==> src/rtl/regfile_write_arbiter.sv <==
// Round-robin write arbiter for a dual-write-port register file.
// Grants up to two requesters per cycle. The two grants never target the
// same register. A requester whose address matches slot A waits for a later
// cycle, and each cycle where that happens is counted in conflict_cnt.
// Outputs are registered so that they can drive the register file write ports directly.
module regfile_write_arbiter #(
    parameter int NREQ = 4,
    parameter int DW   = 16,
    parameter int AW   = 3
) (
    input  logic                 clk,
    input  logic                 rst,
    input  logic                 stall,
    input  logic [NREQ-1:0]      req_valid,
    input  logic [NREQ*AW-1:0]   req_addr,
    input  logic [NREQ*DW-1:0]   req_data,
    output logic [NREQ-1:0]      req_ready,
    output logic                 we1,
    output logic [AW-1:0]        write_addr1,
    output logic [DW-1:0]        write_data1,
    output logic                 we2,
    output logic [AW-1:0]        write_addr2,
    output logic [DW-1:0]        write_data2,
    output logic [15:0]          conflict_cnt
);

    localparam int PW = (NREQ > 1) ? $clog2(NREQ) : 1;

    logic [PW-1:0] ptr;
    logic [PW:0]   scan_sum;
    logic [PW-1:0] cur;
    logic          found_a;
    logic          found_b;
    logic          defer;
    logic [PW-1:0] a_idx;
    logic [PW-1:0] b_idx;
    logic [AW-1:0] a_addr;
    logic          grant_ok;
    logic          grant_a;
    logic          grant_b;

    // Index after i. It wraps from NREQ-1 to 0, so NREQ does not have to be a power of two.
    function automatic logic [PW-1:0] wrap_inc(input logic [PW-1:0] i);
        if (int'(i) == NREQ - 1) return '0;
        else                     return i + PW'(1);
    endfunction

    // Scan the requesters in round-robin order starting at ptr. Pick slot A
    // and slot B, and record any same-address deferral that happens before B is found.
    always_comb begin
        // NOTE: every variable gets a default before the loop, so no path leaves one unassigned and no latch is inferred.
        found_a  = 1'b0;
        found_b  = 1'b0;
        defer    = 1'b0;
        a_idx    = '0;
        b_idx    = '0;
        a_addr   = '0;
        scan_sum = '0;
        cur      = '0;
        for (int k = 0; k < NREQ; k++) begin
            scan_sum = {1'b0, ptr} + (PW+1)'(k);
            if (scan_sum >= (PW+1)'(NREQ)) scan_sum = scan_sum - (PW+1)'(NREQ);
            cur = scan_sum[PW-1:0];
            if (req_valid[cur]) begin
                if (!found_a) begin
                    found_a = 1'b1;
                    a_idx   = cur;
                    a_addr  = req_addr[cur*AW +: AW];
                end else if (!found_b) begin
                    if (req_addr[cur*AW +: AW] != a_addr) begin
                        found_b = 1'b1;
                        b_idx   = cur;
                    end else begin
                        defer = 1'b1;
                    end
                end
            end
        end
    end

    // Grants are purely combinational. No grant is issued during reset or stall.
    always_comb begin
        grant_ok  = rst && !stall;
        grant_a   = grant_ok && found_a;
        grant_b   = grant_ok && found_b;
        req_ready = '0;
        if (grant_a) req_ready[a_idx] = 1'b1;
        if (grant_b) req_ready[b_idx] = 1'b1;
    end

    // Register the granted writes and advance the pointer and the conflict counter.
    always_ff @(posedge clk) begin
        // NOTE: sequential state uses non-blocking assignments, so every register samples values from before the edge.
        if (!rst) begin
            we1          <= 1'b0;
            we2          <= 1'b0;
            write_addr1  <= '0;
            write_data1  <= '0;
            write_addr2  <= '0;
            write_data2  <= '0;
            conflict_cnt <= '0;
            ptr          <= '0;
        end else begin
            we1 <= grant_a;
            we2 <= grant_b;
            if (grant_a) begin
                write_addr1 <= a_addr;
                write_data1 <= req_data[a_idx*DW +: DW];
            end
            if (grant_b) begin
                write_addr2 <= req_addr[b_idx*AW +: AW];
                write_data2 <= req_data[b_idx*DW +: DW];
            end
            if (grant_b)      ptr <= wrap_inc(b_idx);
            else if (grant_a) ptr <= wrap_inc(a_idx);
            if (grant_ok && defer && conflict_cnt != 16'hFFFF)
                conflict_cnt <= conflict_cnt + 16'd1;
        end
    end

endmodule

==> config.mk <==
export PLATFORM = sky130hd
export DESIGN_NAME = regfile_write_arbiter
export DESIGN_NICKNAME = d
export VERILOG_FILES = /design/src/rtl/regfile_write_arbiter.sv
export SDC_FILE = /design/constraint.sdc
export NUM_CORES = 1
export LEC_CHECK = 0
export ABC_AREA = 1
export BUFFER_PORTS_ARGS = -buffer_cell sky130_fd_sc_hd__buf_2
export CORE_MARGIN = 1
export CORE_UTILIZATION = 55
export CTS_BUF_LIST = sky130_fd_sc_hd__clkbuf_2 sky130_fd_sc_hd__clkbuf_4 sky130_fd_sc_hd__clkbuf_8
export CTS_CLUSTER_SIZE = 16
export DETAILED_ROUTE_END_ITERATION = 7
export HOLD_SLACK_MARGIN = 0.03
export MAX_ROUTING_LAYER = met4
export PLACE_DENSITY = 0.92
export SETUP_SLACK_MARGIN = 0.3
export SLEW_MARGIN = 40
export SYNTH_ARGS = -nofsm -noshare
export SYNTH_HDL_FRONTEND = slang
export SYNTH_SLANG_ARGS = --single-unit
==> constraint.sdc <==
create_clock -name clk -period 3 [get_ports clk]
set_input_delay 0.3 -clock clk [delete_from_list [all_inputs] [get_ports clk]]
set_output_delay 0.3 -clock clk [all_outputs]
set_load 0.02 [all_outputs]
After elaboration in Yosys (flattened, before gate mapping)
Cells that the tools add are included.
- multipliers: 5
- bitwise operators: 1
- eq/ne operators: 6
- add/sub/neg operators: 10
- reduce and logical (&&, ||, !) cells: 9
- muxes and demuxes: 73
- $lt $le $gt $ge: 12
- shifts and indexed selects: 7
- operators with widths (cell ; number):
    64-bit by 7-bit indexed part select with 16-bit output ; 2
    12-bit by 5-bit indexed part select with 3-bit output ; 5
    2-bit two-way mux ; 26
    1-bit two-way mux ; 32
    3-bit two-way mux ; 7
    2-bit by 2-bit multiplier with 4-bit output (second input constant) ; 5
    2-bit by 3-bit less-than comparator with 1-bit output (second input constant) ; 6
    16-bit by 1-bit adder with 16-bit output (second input constant) ; 1
    16-bit inequality test (second input constant) ; 1
    3-bit >= comparator (second input constant) ; 3
    3-bit inequality test ; 3
    1-bit binary-select mux with 2-bit select ; 4
    4-bit two-way mux ; 2
    2-bit by 1-bit subtractor with 2-bit output (second input constant) ; 4
    1-bit logical AND ; 7
    2-bit by 2-bit adder with 3-bit output (second input constant) ; 2
    2-bit by 1-bit adder with 2-bit output (second input constant) ; 2
    1-bit demux with 2-bit select ; 2
    2-bit by 1-bit == test with 1-bit output (second input constant) ; 2
    2-bit by 1-bit >= comparator with 1-bit output (second input constant) ; 2
    4-bit OR ; 1
    2-bit by 1-bit adder with 3-bit output (second input constant) ; 1
    2-bit by 3-bit >= comparator with 1-bit output (second input constant) ; 1
    2-bit nonzero test ; 1
    1-bit logical NOT ; 1
- bits of input ports: 83
- flip-flop bits (word level): 58

Depth between registers and ports, before layout
- depth in word-level cells: 23
- depth in mapped cells: 24

Least setup slack after synthesis
OpenSTA, ideal clock, no wires.
- path type: reg-to-output
- start point: reg ptr[0]
- end point: out req_ready[1]
- buffers on the path: 3
- data arrival time: 2390 ps
- required time: 2700 ps
- slack: 310 ps
- cell stages (with the launch flop): 18
- path through: dfxtp_1 -> buf_6 -> buf_6 -> o21ai_0 -> nand2_1 -> nand2_1 -> nand2_1 -> nand2_1 -> nand3_1 -> nand2_1 -> nand3_2 -> a21oi_2 -> nand2_4 -> nand2_2 -> buf_2 -> inv_1 -> ha_1 -> a22o_1
- cells in the longest elaborated chain, start to end: 23
- elaborated cells on any way between the ends: 87
- those cells by class: add/sub: 7; mul: 4; order compare: 8; eq/ne: 3; shift: 4; mux: 56; bitwise: 1; reduce/logical: 4
- ends and longest elaborated chain (item ; line ; text):
    from (decl) ; 29 ; logic [PW-1:0] ptr;
    from (signal assigned) ; 114 ; if (grant_b) ptr <= wrap_inc(b_idx);
    from (signal assigned) ; 115 ; else if (grant_a) ptr <= wrap_inc(a_idx);
    2-bit by 1-bit adder with 3-bit output, or another cell as far along ; 61 ; scan_sum = {1'b0, ptr} + (PW+1)'(k);
    3-bit >= comparator, or another cell as far along ; 62 ; if (scan_sum >= (PW+1)'(NREQ)) scan_sum = scan_sum - (PW+1)'(NREQ);
    2-bit two-way mux, or another cell as far along ; 62 ;
    2-bit by 2-bit multiplier with 4-bit output, or another cell as far along ; 68, 70 ;
    12-bit by 5-bit indexed part select with 3-bit output or 3-bit two-way mux (tied branches) ; 68, 70, 64 ;
    3-bit inequality test ; 70 ; if (req_addr[cur*AW +: AW] != a_addr) begin
    2-bit two-way mux ; 70 ;
    2-bit two-way mux ; 65 ; if (!found_a) begin
    [... 7 more ...] ; - ;
    2-bit two-way mux ; 65 ;
    2-bit two-way mux ; 64 ; if (req_valid[cur]) begin
    2-bit by 3-bit less-than comparator with 1-bit output (implied by the code) or 2-bit by 1-bit >= comparator with 1-bit output (tied branches) ; 88 ; if (grant_b) req_ready[b_idx] = 1'b1;
    1-bit logical AND (implied by the code) ; 88 ;
    1-bit two-way mux (implied by the code) ; 88 ;
    1-bit demux with 2-bit select ; 88 ;
    4-bit OR (no line) ; - ;
    4-bit two-way mux * ; 88 ;
    to (decl) ; 17 ; output logic [NREQ-1:0] req_ready,
Mark *: on every way between the ends. The rest lies on a longest branch, timed or not. The select of a mux whose other input is x is not followed.

Worst setup path in the final report
- start point: reg ptr[1]
- end point: out req_ready[1]
The elaborated chain is that of the path after synthesis.

==> run_results.csv <==
group,metric,value,unit
sta,fmax,321,MHz
clock_network,cts_tree,"yes",
final_layout,syn_to_final_growth,27.9,%
worst_setup_path,slowest_delay,400,ps
clock_network,htreeDepth,3,
floorplan,row_count,34,
clock_network,path_clk_slew,80,ps
synth,ys_top_cells_by_area,"nand2_1, dfxtp_1, nand3_1",
detailed_routing,drt_iter0_drc,564,
floorplan,core_area,8720,um2
final_layout,fill_cells,714,
sta,setup_viol,4,
placed_design,dp.cells,1071,
floorplan,die_x,96.9,um
power,total_power,0.00908,W
synth,syn_avg_cell_area,5.87,um2
worst_setup_path,critPathKind,"reg2out",
synth,synth-async-reset-ratio,0,%
run,maxCapViolations,0,
worst_setup_path,worstPathRequired,2700,ps
sta,tightest_slew,541,ps
worst_setup_path,critical_path_buf_inv_count,6,
run_status,failed_checks,"setup timing",
floorplan,die_h,96.9,um
synth,syn_nets,936,
synth,synthFlopType,"dfxtp_1",
clock_network,clockRootBuffer,"clkbuf_8",
clock_network,cts_buffer_depth,2,
grt,gr-total-overflow,0,
sta,fin_crit_sh,104,%
hold_path,hold_depth,5,
detailed_routing,via_per_inst,5.66,
detailed_routing,drc_errors,0,
grt,track_usage,34.0,%
placed_design,hpwl,10600,um
power,leakage,3.45,nW
synth,synth_edf_count,0,
synth,netlist_instances,843,
detailed_routing,vias,6266,
sta,hold_viol_final,0,
sta,fin_crit,3120,ps
sta,slew_headroom,63.6,%
final_layout,antenna-diode-count,0,
worst_setup_path,critical_path.cell_chain,"inv_2 > buf_8 > buf_4 > o21ai_4 > inv_1 > nor2_2 > nand3_1 > nand2_1 > nand2_2 > nand2_4 > inv_1 > ha_1 > a22o_1 > buf_2",
synth,seq_area_frac_synth,23.4,%
final_layout,final_nets,1087,
grt,grt_pass1_wl,25700,um
worst_setup_path,crit_family,"simple AND/OR/NAND/NOR gates",
worst_setup_path,critPathMaxFanout,9,
detailed_routing,route.final.wire_length,16300,um
synth,yosys_warnings,0,
clock_network,cts_hold_buffers,0,
detailed_routing,wl_per_cell,14.7,um
placed_design,finalWeightedCongestion,0.977,
run_status,status,"complete, but fails checks",
clock_network,clock_sinks,58,
placed_design,numPortBuffers,142,
detailed_routing,dr.pass1.iters,8,
sta,rsz0062_at_grt,"true",
synth,netlist.area_leader.share,23.9,%
worst_setup_path,path_common_cell,"inv_1",
floorplan,start_util,56.8,%
final_layout,drive_gt1_share,27.9,%
final_layout,fin_cells,1107,
power,p_per_area,1430,nW/um2
sta,setup_ws,-116,ps
floorplan,die_area,9390,um2
worst_setup_path,crit_cells,14,
sta,slew_viol_final,0,
grt,grt_max_degree,42,
synth,ys_types,39,
floorplan,io_pins,143,
clock_network,cts_buffers,9,
synth,ys_ff_latch,58,
worst_setup_path,end_kind,"output pin",
hold_path,hold_class,"in2reg",
synth,synth.most_common_cell,"nand2_1",
clock_network,insertion_delay,350,ps
synth,synth_area,4950,um2
sta,finClkSkew,10.8,ps
grt,grt_pass1_vias,5674,
worst_setup_path,reg2regPathDepth,17,
power,max-vdd-ir-drop,0.900,mV
worst_setup_path,critPathSlowestCell,"dfxtp_4",
synth,ys_top_cells_by_count,"nand2_1, nand3_1, inv_1",
worst_setup_path,cp.arrival,2820,ps
grt,antenna_found_initial,0,
worst_setup_path,start_kind,"flip-flop",
synth,synth_top_area_cell,"nand2_1",
detailed_routing,antenna_left,0,
## stage by stage
stage | worst slack [ps] | utilization, % | TNS (ps) | instance area, um2 | hold slack (ps)
3_3_place_gp | 115 | 65.5 | 0 | 5710 | 456
2_1_floorplan | 310 | - | 0 | 4950 | 534
3_5_place_dp | 60.4 | 65.5 | 0 | 5710 | 458
5_1_grt | -315 | 72.6 | -1080 | 6330 | 330
4_1_cts | -33.4 | 70.5 | -104 | 6140 | 313
6_report | -116 | 72.6 | -361 | 6330 | 321
## worst reg2reg max path: stages (launching register included)
cell and delay [ps]:
dfxtp_4 400, inv_2 70, buf_8 140, buf_4 140
o21ai_4 230, inv_1 150, nor2_2 320, nand3_1 140
nand2_1 110, nand2_2 90, nand2_4 90, buf_4 170
clkbuf_16 190, nand2_1 60, nand3_1 70, nand2_1 70
nand2_1 70, nand2_1 50
## path summary, 6_finish.rpt
path	endpoint	from	slack, ps
setup / recovery	req_ready[1]	ptr[1]$_SDFFE_PN0P_	-120
hold / removal	write_data1[5]$_SDFFE_PN0P_	req_data[5]	320
setup reg to reg	write_addr2[0]$_SDFFE_PN0N_	ptr[1]$_SDFFE_PN0P_	330
hold reg to reg	write_data2[1]$_SDFFE_PN0N_	write_data2[1]$_SDFFE_PN0N_	470
## what timing repair did
| item | in CTS | in global routing |
|---|---|---|
| buffers inserted | 6 | 8 |
| cloned | 3 | 3 |
| gates resized for setup | 51 | 24 |
| endpoints found under the setup margin | 26 | 45 |
| pin swaps | 11 | 10 |
## logic make-up after synthesis
logic type               after synthesis  synth area share (%)
buffers and inverters                137                  12.7
adder cells (fa/ha/maj)               10                  2.53
AO/OA/AOI/OAI                        107                  12.5
XOR/XNOR                              13                  2.30
flip-flops                            58                  23.4
AND/OR/NAND/NOR                      518                  46.5
## registers in the layout, summed over array words and instances (netlist names)
name / count
we1: 1
conflict_cnt: 16
write_addr2: 3
ptr: 2
write_data2: 16
write_addr1: 3
write_data1: 16
we2: 1
## layer usage
metal  wire length (um)  vias up  share of wire, %  global-route usage, %
met3               1530       75               9.4                   6.72
met5                  0        -                 0                      -
met2               7920      362                49                   55.4
met4                653        0               4.0                   17.0
li1                   -     3038                 -                      -
met1               6180     2791                38                   39.7
## final cells by class
class / instances / area, um2 / area share, %
sequential: 58 / 1170 / 18.5
multi-input combinational: 651 / 3340 / 52.8
timing repair buffer: 186 / 1170 / 18.5
clock buffer: 10 / 138 / 2.17
tap: 108 / 135 / 2.13
inverter: 88 / 338 / 5.33
clock inverter: 6 / 41.3 / 0.652
## power breakdown
group	internal, W	total [W]	switching, W
clock	0.000322	0.000686	0.000365
sequential	0.000952	0.00106	0.000112
combinational	0.00266	0.00733	0.00468
## cells in the final DEF, fill, tap and decap left out, types with 4 or more instances in the layout
master	n
nand3_4	4
inv_1	76
nand2_4	8
nand2_2	31
nand4_1	19
nor2_1	30
a22o_1	4
nand3b_1	7
xor2_1	11
buf_4	33
dfxtp_1	56
inv_2	7
o21ai_4	4
nor3_1	7
o21ai_1	10
nand3_1	107
buf_6	7
ha_1	10
nand2_1	295
o21ai_0	40
nand3_2	5
buf_2	139
o21ai_2	6
a31oi_1	15
a21oi_1	21
clkbuf_8	10
(Power assumes the default switching activity.)
